**src/rtl/serial_gen_pkg.sv**
```systemverilog
// Shared types and constants for the serial pattern generator.
// The state encoding is also exposed on the top level for checkers.
package serial_gen_pkg;

    typedef enum logic [1:0] {
        IDLE  = 2'd0,
        SHIFT = 2'd1,
        DONE  = 2'd2
    } state_t;

    // Number of bits needed to hold values 0..value-1 (0 for value <= 1).
    function automatic int clog2(input int value);
        int r;
        r = 0;
        for (int v = value - 1; v > 0; v = v >> 1) begin
            r = r + 1;
        end
        return r;
    endfunction

    localparam int   DEFAULT_WIDTH      = 16;
    localparam int   LEN_W              = clog2(DEFAULT_WIDTH + 1);
    localparam logic DEFAULT_IDLE_LEVEL = 1'b0;

endpackage

```
**src/rtl/bit_period_counter.sv**
```systemverilog
// Hold-period counter: pulses tick on the last clock of every bit period.
// With a one-clock period the tick is simply the enable.
module bit_period_counter
    import serial_gen_pkg::*;
#(
    parameter int BIT_CYCLES = 1
) (
    input  logic clk,
    input  logic rst,
    input  logic en,
    input  logic clr,
    output logic tick
);

    generate
        if (BIT_CYCLES <= 1) begin : g_const
            logic unused_ok;
            assign unused_ok = &{1'b0, clk, rst, clr};
            assign tick      = en;
        end else begin : g_cnt
            localparam int CW = clog2(BIT_CYCLES);
            localparam logic [CW-1:0] LAST = CW'(BIT_CYCLES - 1);

            logic [CW-1:0] cnt;

            always_ff @(posedge clk or posedge rst) begin
                if (rst) begin
                    cnt <= '0;
                end else if (clr) begin
                    cnt <= '0;
                end else if (en) begin
                    cnt <= (cnt == LAST) ? '0 : cnt + 1'b1;
                end
            end

            assign tick = en && (cnt == LAST);
        end
    endgenerate

endmodule

```
**src/rtl/serial_pattern_gen.sv**
```systemverilog
// Loads a parallel pattern and shifts it out MSB-first on j, each bit held
// BIT_CYCLES clocks, finishing with a one-cycle done pulse.
module serial_pattern_gen
    import serial_gen_pkg::*;
#(
    parameter int   WIDTH      = DEFAULT_WIDTH,
    parameter int   BIT_CYCLES = 1,
    parameter logic IDLE_LEVEL = DEFAULT_IDLE_LEVEL,
    localparam int  LW         = clog2(WIDTH + 1)
) (
    input  logic             clk,
    input  logic             rst,
    input  logic             load_valid,
    output logic             load_ready,
    input  logic [WIDTH-1:0] load_data,
    input  logic [LW-1:0]    load_len,
    output logic             j,
    output logic             j_valid,
    output logic             busy,
    output logic             done,
    output state_t           fsm_state
);

    // Load handshake: a transfer happens on a rising edge where load_valid
    // and load_ready are both high. load_ready is high only in IDLE and out
    // of reset; requests in any other cycle are dropped, not queued.

    state_t           state;
    logic [WIDTH-1:0] sreg;
    logic [LW-1:0]    bit_cnt;
    logic [LW-1:0]    len;
    logic [WIDTH-1:0] aligned;
    logic [WIDTH-1:0] next_sreg;
    logic             accept;
    logic             shifting;
    logic             tick;

    assign load_ready = (state == IDLE) && !rst;
    assign accept     = load_valid && load_ready;
    assign shifting   = (state == SHIFT);
    assign busy       = (state != IDLE);
    assign fsm_state  = state;

    // Clamp the length, then left-align so the first bit sits at the MSB.
    always_comb begin
        len       = (int'(load_len) > WIDTH) ? LW'(WIDTH) : load_len;
        aligned   = load_data << (WIDTH - int'(len));
        next_sreg = sreg << 1;
    end

    bit_period_counter #(
        .BIT_CYCLES(BIT_CYCLES)
    ) u_period (
        .clk (clk),
        .rst (rst),
        .en  (shifting),
        .clr (accept),
        .tick(tick)
    );

    always_ff @(posedge clk or posedge rst) begin
        if (rst) begin
            state   <= IDLE;
            sreg    <= '0;
            bit_cnt <= '0;
            j       <= IDLE_LEVEL;
            j_valid <= 1'b0;
            done    <= 1'b0;
        end else begin
            case (state)
                IDLE: begin
                    done <= 1'b0;
                    if (accept) begin
                        if (len == '0) begin
                            state <= DONE;
                            done  <= 1'b1;
                        end else begin
                            state   <= SHIFT;
                            sreg    <= aligned;
                            bit_cnt <= len - 1'b1;
                            j       <= aligned[WIDTH-1];
                            j_valid <= 1'b1;
                        end
                    end
                end
                SHIFT: begin
                    if (tick) begin
                        if (bit_cnt == '0) begin
                            state   <= DONE;
                            done    <= 1'b1;
                            sreg    <= '0;
                            j       <= IDLE_LEVEL;
                            j_valid <= 1'b0;
                        end else begin
                            bit_cnt <= bit_cnt - 1'b1;
                            sreg    <= next_sreg;
                            j       <= next_sreg[WIDTH-1];
                        end
                    end
                end
                DONE: begin
                    state <= IDLE;
                    done  <= 1'b0;
                end
                default: begin
                    state   <= IDLE;
                    done    <= 1'b0;
                    j       <= IDLE_LEVEL;
                    j_valid <= 1'b0;
                end
            endcase
        end
    end

endmodule

```
**config.mk**
```make
export PLATFORM = sky130hd
export DESIGN_NAME = serial_pattern_gen
export DESIGN_NICKNAME = d
export VERILOG_FILES = /design/src/rtl/serial_gen_pkg.sv /design/src/rtl/bit_period_counter.sv /design/src/rtl/serial_pattern_gen.sv
export SDC_FILE = /design/constraint.sdc
export NUM_CORES = 1
export LEC_CHECK = 0
export CAP_MARGIN = 0
export CORE_ASPECT_RATIO = 0.8
export CORE_MARGIN = 8
export CORE_UTILIZATION = 59
export DETAILED_ROUTE_END_ITERATION = 7
export PLACE_DENSITY = 0.86
export SKIP_LAST_GASP = 1
export SLEW_MARGIN = 20
export SYNTH_ARGS = -nofsm -noshare
export SYNTH_HDL_FRONTEND = slang
export SYNTH_SLANG_ARGS = --single-unit
```
**constraint.sdc**
```tcl
create_clock -name clk -period 3.9 [get_ports clk]
set_input_delay 0.78 -clock clk [delete_from_list [all_inputs] [get_ports clk]]
set_output_delay 0.78 -clock clk [all_outputs]
set_load 0.02 [all_outputs]
```
# Word level (Yosys, flattened, before mapping)
# Cells that the tools add are included.
[word_totals] ff_bits=25 in_bits=24 output_inout_bits=7 elab_cells=56
[classes] n_addsub=3 order_cmp=1 n_eq_ne=6 shifts=1 mux=25 bitwise=1 n_reduce_logical=13
[ops] op="$mux W15" count=3
[ops] op="$shl A16 B32 Y16" count=1
[ops] op="$pmux W15 S2" count=1
[ops] op="$mux W5" count=4
[ops] op="$logic_not A5 Y1" count=2
[ops] op="$pmux W5 S2" count=1
[ops] op="$sub A5 B1 Y5 const B" count=2
[ops] op="$mux W1" count=9
[ops] op="$reduce_and A4 Y1" count=2
[ops] op="$mux W2" count=3
[ops] op="$ne A2 B2 Y1 const B" count=3
[ops] op="$pmux W1 S3" count=2
[ops] op="$reduce_and A3 Y1" count=2
[ops] op="$sub A5 B5 Y6 const A" count=1
[ops] op="$gt A5 B5 Y1 const B" count=1
[ops] op="$pmux W2 S2" count=1
[ops] op="$reduce_bool A2 Y1" count=2
[ops] op="$eq A2 B1 Y1 const B" count=1
[ops] op="$eq A2 B2 Y1 const B" count=1
[ops] op="$logic_and A1 B1 Y1" count=2
[ops] op="$logic_not A2 Y1" count=1
[ops] op="$ne A2 B1 Y1 const B" count=1
[ops] op="$pmux W1 S2" count=1
[ops] op="$reduce_and A2 Y1" count=1
[ops] op="2 further kinds" count=2

# Longest topological paths before layout
[logic_depth] word_depth=7 ltp_mapped=12 ltp_nobuf=10

# Cells and area by module
# A second synthesis with hierarchy kept.
[unflattened] hier_cells=267 area_unflattened_um2=2288.4
[modules_own_cells] module="serial_pattern_gen" instances=1 cells_per_inst=266 area_per_inst_um2=2280.9 seq_area_each_um2=625.6
[modules_own_cells] module="bit_period_counter" instances=1 cells_per_inst=1 area_per_inst_um2=7.5 seq_area_each_um2=0.0

# Worst setup path after synthesis
# OpenSTA, ideal clock, no wires.
[synth_path] path_kind="in2reg" startpoint="input port load_len[0]" endpoint="register sreg[10]" setup_ns=0.135 t_arrival_ns=3.061 t_required_ns=3.765 slack_ns=0.704 cell_stages=12 n_path_buf=3 cell_sequence="nor2b_2 > buf_2 > inv_1 > clkbuf_1 > ha_1 > o21a_1 > ha_1 > or3b_2 > a21o_1 > buf_6 > a222oi_1 > nand3_1"
[synth_between] elab_chain_cells=7 elab_cells_between_ends=10 classes_between="add/sub (1); order compare (1); eq/ne (1); shift (1); mux (4); reduce/logical (2)"
[synth_rtl] item="start, declared" line_no="serial_pattern_gen.sv:16" source="input logic [LW-1:0] load_len,"
[synth_rtl] item="$gt A5 B5 Y1" line_no="serial_pattern_gen.sv:46" source="len = (int'(load_len) > WIDTH) ? LW'(WIDTH) : load_len;"
[synth_rtl] item="$mux W5 *" line_no="serial_pattern_gen.sv:46"
[synth_rtl] item="$sub A5 B5 Y6" line_no="serial_pattern_gen.sv:47" source="aligned = load_data << (WIDTH - int'(len));"
[synth_rtl] item="$shl A16 B32 Y16" line_no="serial_pattern_gen.sv:47"
[synth_rtl] item="$mux W15" line_no="serial_pattern_gen.sv:74" source="if (len == '0) begin"
[synth_rtl] item="$mux W15" line_no="serial_pattern_gen.sv:73" source="if (accept) begin"
[synth_rtl] item="$pmux W15 S2" line_no="serial_pattern_gen.sv:70" source="case (state)"
[synth_rtl] item="end signal, assigned" line_no="serial_pattern_gen.sv:79" source="sreg <= aligned;"
[synth_rtl] item="end signal, assigned" line_no="serial_pattern_gen.sv:96" source="sreg <= next_sreg;"
[synth_rtl] item="end, declared" line_no="serial_pattern_gen.sv:29" source="logic [WIDTH-1:0] sreg;"
# Every way passes the cells marked *; elsewhere a longest branch is shown, timed or not. The select of a mux whose other input is x is not followed.
# A chain may end at the register's enable or synchronous reset.

# Worst setup path after layout
[layout_path] startpoint="input port load_len[0]" endpoint="register sreg[6]"
# Same word-level chain as after synthesis.

==> key figures <==
Status
  • Status: complete, no violations

Synth
  • Avg Inst Size Synth: 8.791 um^2
  • EDFF count, synth: 0
  • Synth Flop Type: dfrtp_1
  • Async S/R FF share, synth: 100.0%
  • Yosys cell types: 50
  • Seq/Total Area, Yosys: 30.54%
  • Yosys reg bits: 25
  • Mapped Cells: 233
  • Area share of the largest cell type after synthesis: 30.54%
  • Area leader, netlist: dfrtp_1
  • Post-Syn Nets: 260
  • Mapped Area: 0.002048 mm^2
  • Yosys Warn Count: 0
  • Synth area leaders: dfrtp_1 31%, mux2i_1 10%, nor2_1 5.3%, mux2_2 4.9%, nand2_1 4.4%

Worst setup path
  • Critical Path Source Type: primary input
  • Crit path to: sreg[6]
  • R2R setup slack: 1510 ps
  • Critical path required time: 4050 ps
  • Reg-to-reg startpoint: fsm_state[1]
  • Crit path DAT: 3460 ps
  • Worst setup EP type: flop
  • RR Endpoint: bit_cnt[3]
  • Reg2Reg Depth: 5
  • Max FO, Critical Path: 11
  • Critical path origin: load_len[0]
  • Kind of critical path: primary input to flop

CTS
  • Setup repair bufs after CTS: 0
  • Clock Latency Late Sink: 270 ps
  • Num CTS Buffers: 3
  • PostCTS Resize Cnt: 0
  • CTS tree: built
  • Clk pin slew, worst setup/hold paths: 90 ps
  • Root buffer cell: clkbuf_8
  • CTS Sinks: 25
  • Hold buffer count at cts: 0
  • CTS max path bufs: 2
  • H-tree depth: 1

Route
  • Met3 wire length: 535 um
  • Routed vias/inst: 6.370
  • Met1 Wirelength: 2577 um
  • Max layer used: met4
  • Post-DR wirelength/cell: 18.08 um
  • Drt total wl: 5477 um
  • Vias: 1930
  • Met2 wire len: 2315 um
  • Initial drt markers: 211
  • DRC Markers: 0
  • Drt pass-1 iters: 5
  • DRT antenna net count: 0

Timing
  • Slew Limit Fails: 0
  • Highest Clock Rate: 302.4 MHz
  • Worst slew margin: 47.22%
  • Finish-stage setup viols: 0
  • Hold Vio Cnt, Final: 0
  • Post-route clock skew: 6.208 ps
  • RSZ-0062 raised after global routing: false
  • Setup TNS: 0 ps
  • Min Hold Slack: 510.1 ps
  • Min Tclk post-route: 3307 ps
  • Period utilisation layout: 84.80%
  • Worst-margin pin slew: 791.7 ps

Pwr
  • Max VDD drop: 487.5 uV
  • Leakage: 1.016 nW
  • Power per cell area: 582.8 mW/mm^2

Floorplanning
  • Top-level I/O count: 31
  • Placement Rows: 19
  • Die area: 0.005625 mm^2
  • Die height: 68.70 um
  • Core box area: 0.003376 mm^2
  • Starting Density: 60.67%
  • Die Wd: 81.88 um

Global routing
  • Vias in the first global route: 1884
  • GRT overflow: 0
  • Largest net degree at the start of global routing: 24
  • First-pass GRT wire length: 9280 um
  • Total GRT Usage: 21.03%
  • Antenna violations before repair: 0

Layout
  • Fillers: 269
  • Antenna diodes: 0
  • Leading cell type in the layout, fill and taps excluded: clkdlybuf4s50_1
  • Area growth syn-to-layout: 17.35%
  • Final Net Count: 289
  • Layout cells sized above 1: 12.26%
  • Leading cell types in the layout, fill and taps excluded: 30 x clkdlybuf4s50_1, 29 x nor2_1, 25 x dfrtp_1

Flow run
  • Max Cap Viol: 0

Placed design
  • Post-DP HPWL: 4167 um
  • Gp weighted congestion: 0.9226
  • Port Buf Inserts: 30

Worst hold path
  • HP Class: flop to flop
-- state kept, by name, indices dropped and copies added, names as in the netlist --
register	cells
sreg	15
fsm_state	2
j_valid	1
done	1
j	1
bit_cnt	5
-- critical path: stages --
cell and delay, ps:
clkdlybuf4s50_1 500, nor2b_2 180, inv_1 70, ha_1 550, mux2_2 440, mux4_2 520, a221oi_1 320, nor2_1 100
-- layout make-up --
| class | count | area, um^2 | share of cell area [%] |
|---|---|---|---|
| Clock buffer | 3 | 41.29 | 1.718 |
| Timing Repair Buffer | 36 | 345.3 | 14.37 |
| Inverter | 9 | 33.78 | 1.406 |
| Clock inverter | 1 | 7.507 | 0.3123 |
| Tap cell | 42 | 52.55 | 2.186 |
| Sequential cell | 25 | 625.6 | 26.03 |
| Multi-Input combinational cell | 187 | 1297 | 53.98 |
-- logic make-up (layout without fill, tap and decap cells) --
| logic type | count (synthesis) | count (layout) | synth area share (%) |
|---|---|---|---|
| muxes | 32 | 32 | 17.41 |
| xor gates and xnor gates | 4 | 4 | 2.077 |
| buffers and inverters | 21 | 49 | 6.109 |
| AOI/OAI and AO/OA | 61 | 61 | 21.01 |
| DFF | 25 | 25 | 30.54 |
| and+or+nand+nor | 87 | 87 | 21.01 |
| adders and majority gates | 3 | 3 | 1.833 |
-- synth_stat cells (3+ instances only) --
master and instances:
dfrtp_1 25, nor4_1 3, a211oi_1 5, mux2_2 9, a32oi_1 4, nand3_1 8, nor3_1 3, ha_1 3
inv_1 8, and3_1 3, a31oi_1 6, o21ai_0 10, a221oi_1 6, nor2_1 29, nand2_1 24, buf_2 4
nand4_1 3, buf_6 5, mux2i_1 21, a21oi_1 15
-- per-layer routing --
layer  global-route usage [%]  vias to the layer above
li1                         -                      921
met1                    29.12                      909
met2                    31.56                       94
met3                    5.829                        6
met4                    5.459                        0
met5                        0                        -
-- per-stage QoR --
step                setup WS [ps]  cells  util [%]  power [mW]  cell area [um^2]
floorplan                   703.9    233         -       1.027              2048
global route                464.7    303     71.20       1.514              2404
global placement            424.1    299     69.76       1.224              2355
finish                      592.7    303     71.20       1.401              2404
CTS                         611.2    303     71.20       1.397              2404
detailed placement          327.8    299     69.76       1.235              2355
-- report_power, final --
group          switching [mW]  total (mW)  internal, mW
sequential             0.0763       0.455         0.378
clock                  0.0841       0.156        0.0724
combinational           0.450       0.790         0.339
total                   0.611        1.40         0.790
-- how the worst min path moves through the flow --
stage	startpoint	endpoint	slack [ps]	depth (start not counted)
final	sreg[0]	sreg[0]	510	2
after floorplan	sreg[13]	sreg[14]	450	2
after CTS	sreg[7]	sreg[7]	510	2
after detailed placement	sreg[7]	sreg[7]	490	2
after global placement	sreg[7]	sreg[7]	490	2
after global routing	sreg[13]	sreg[14]	550	2
Power figures use the tool's default switching activity.
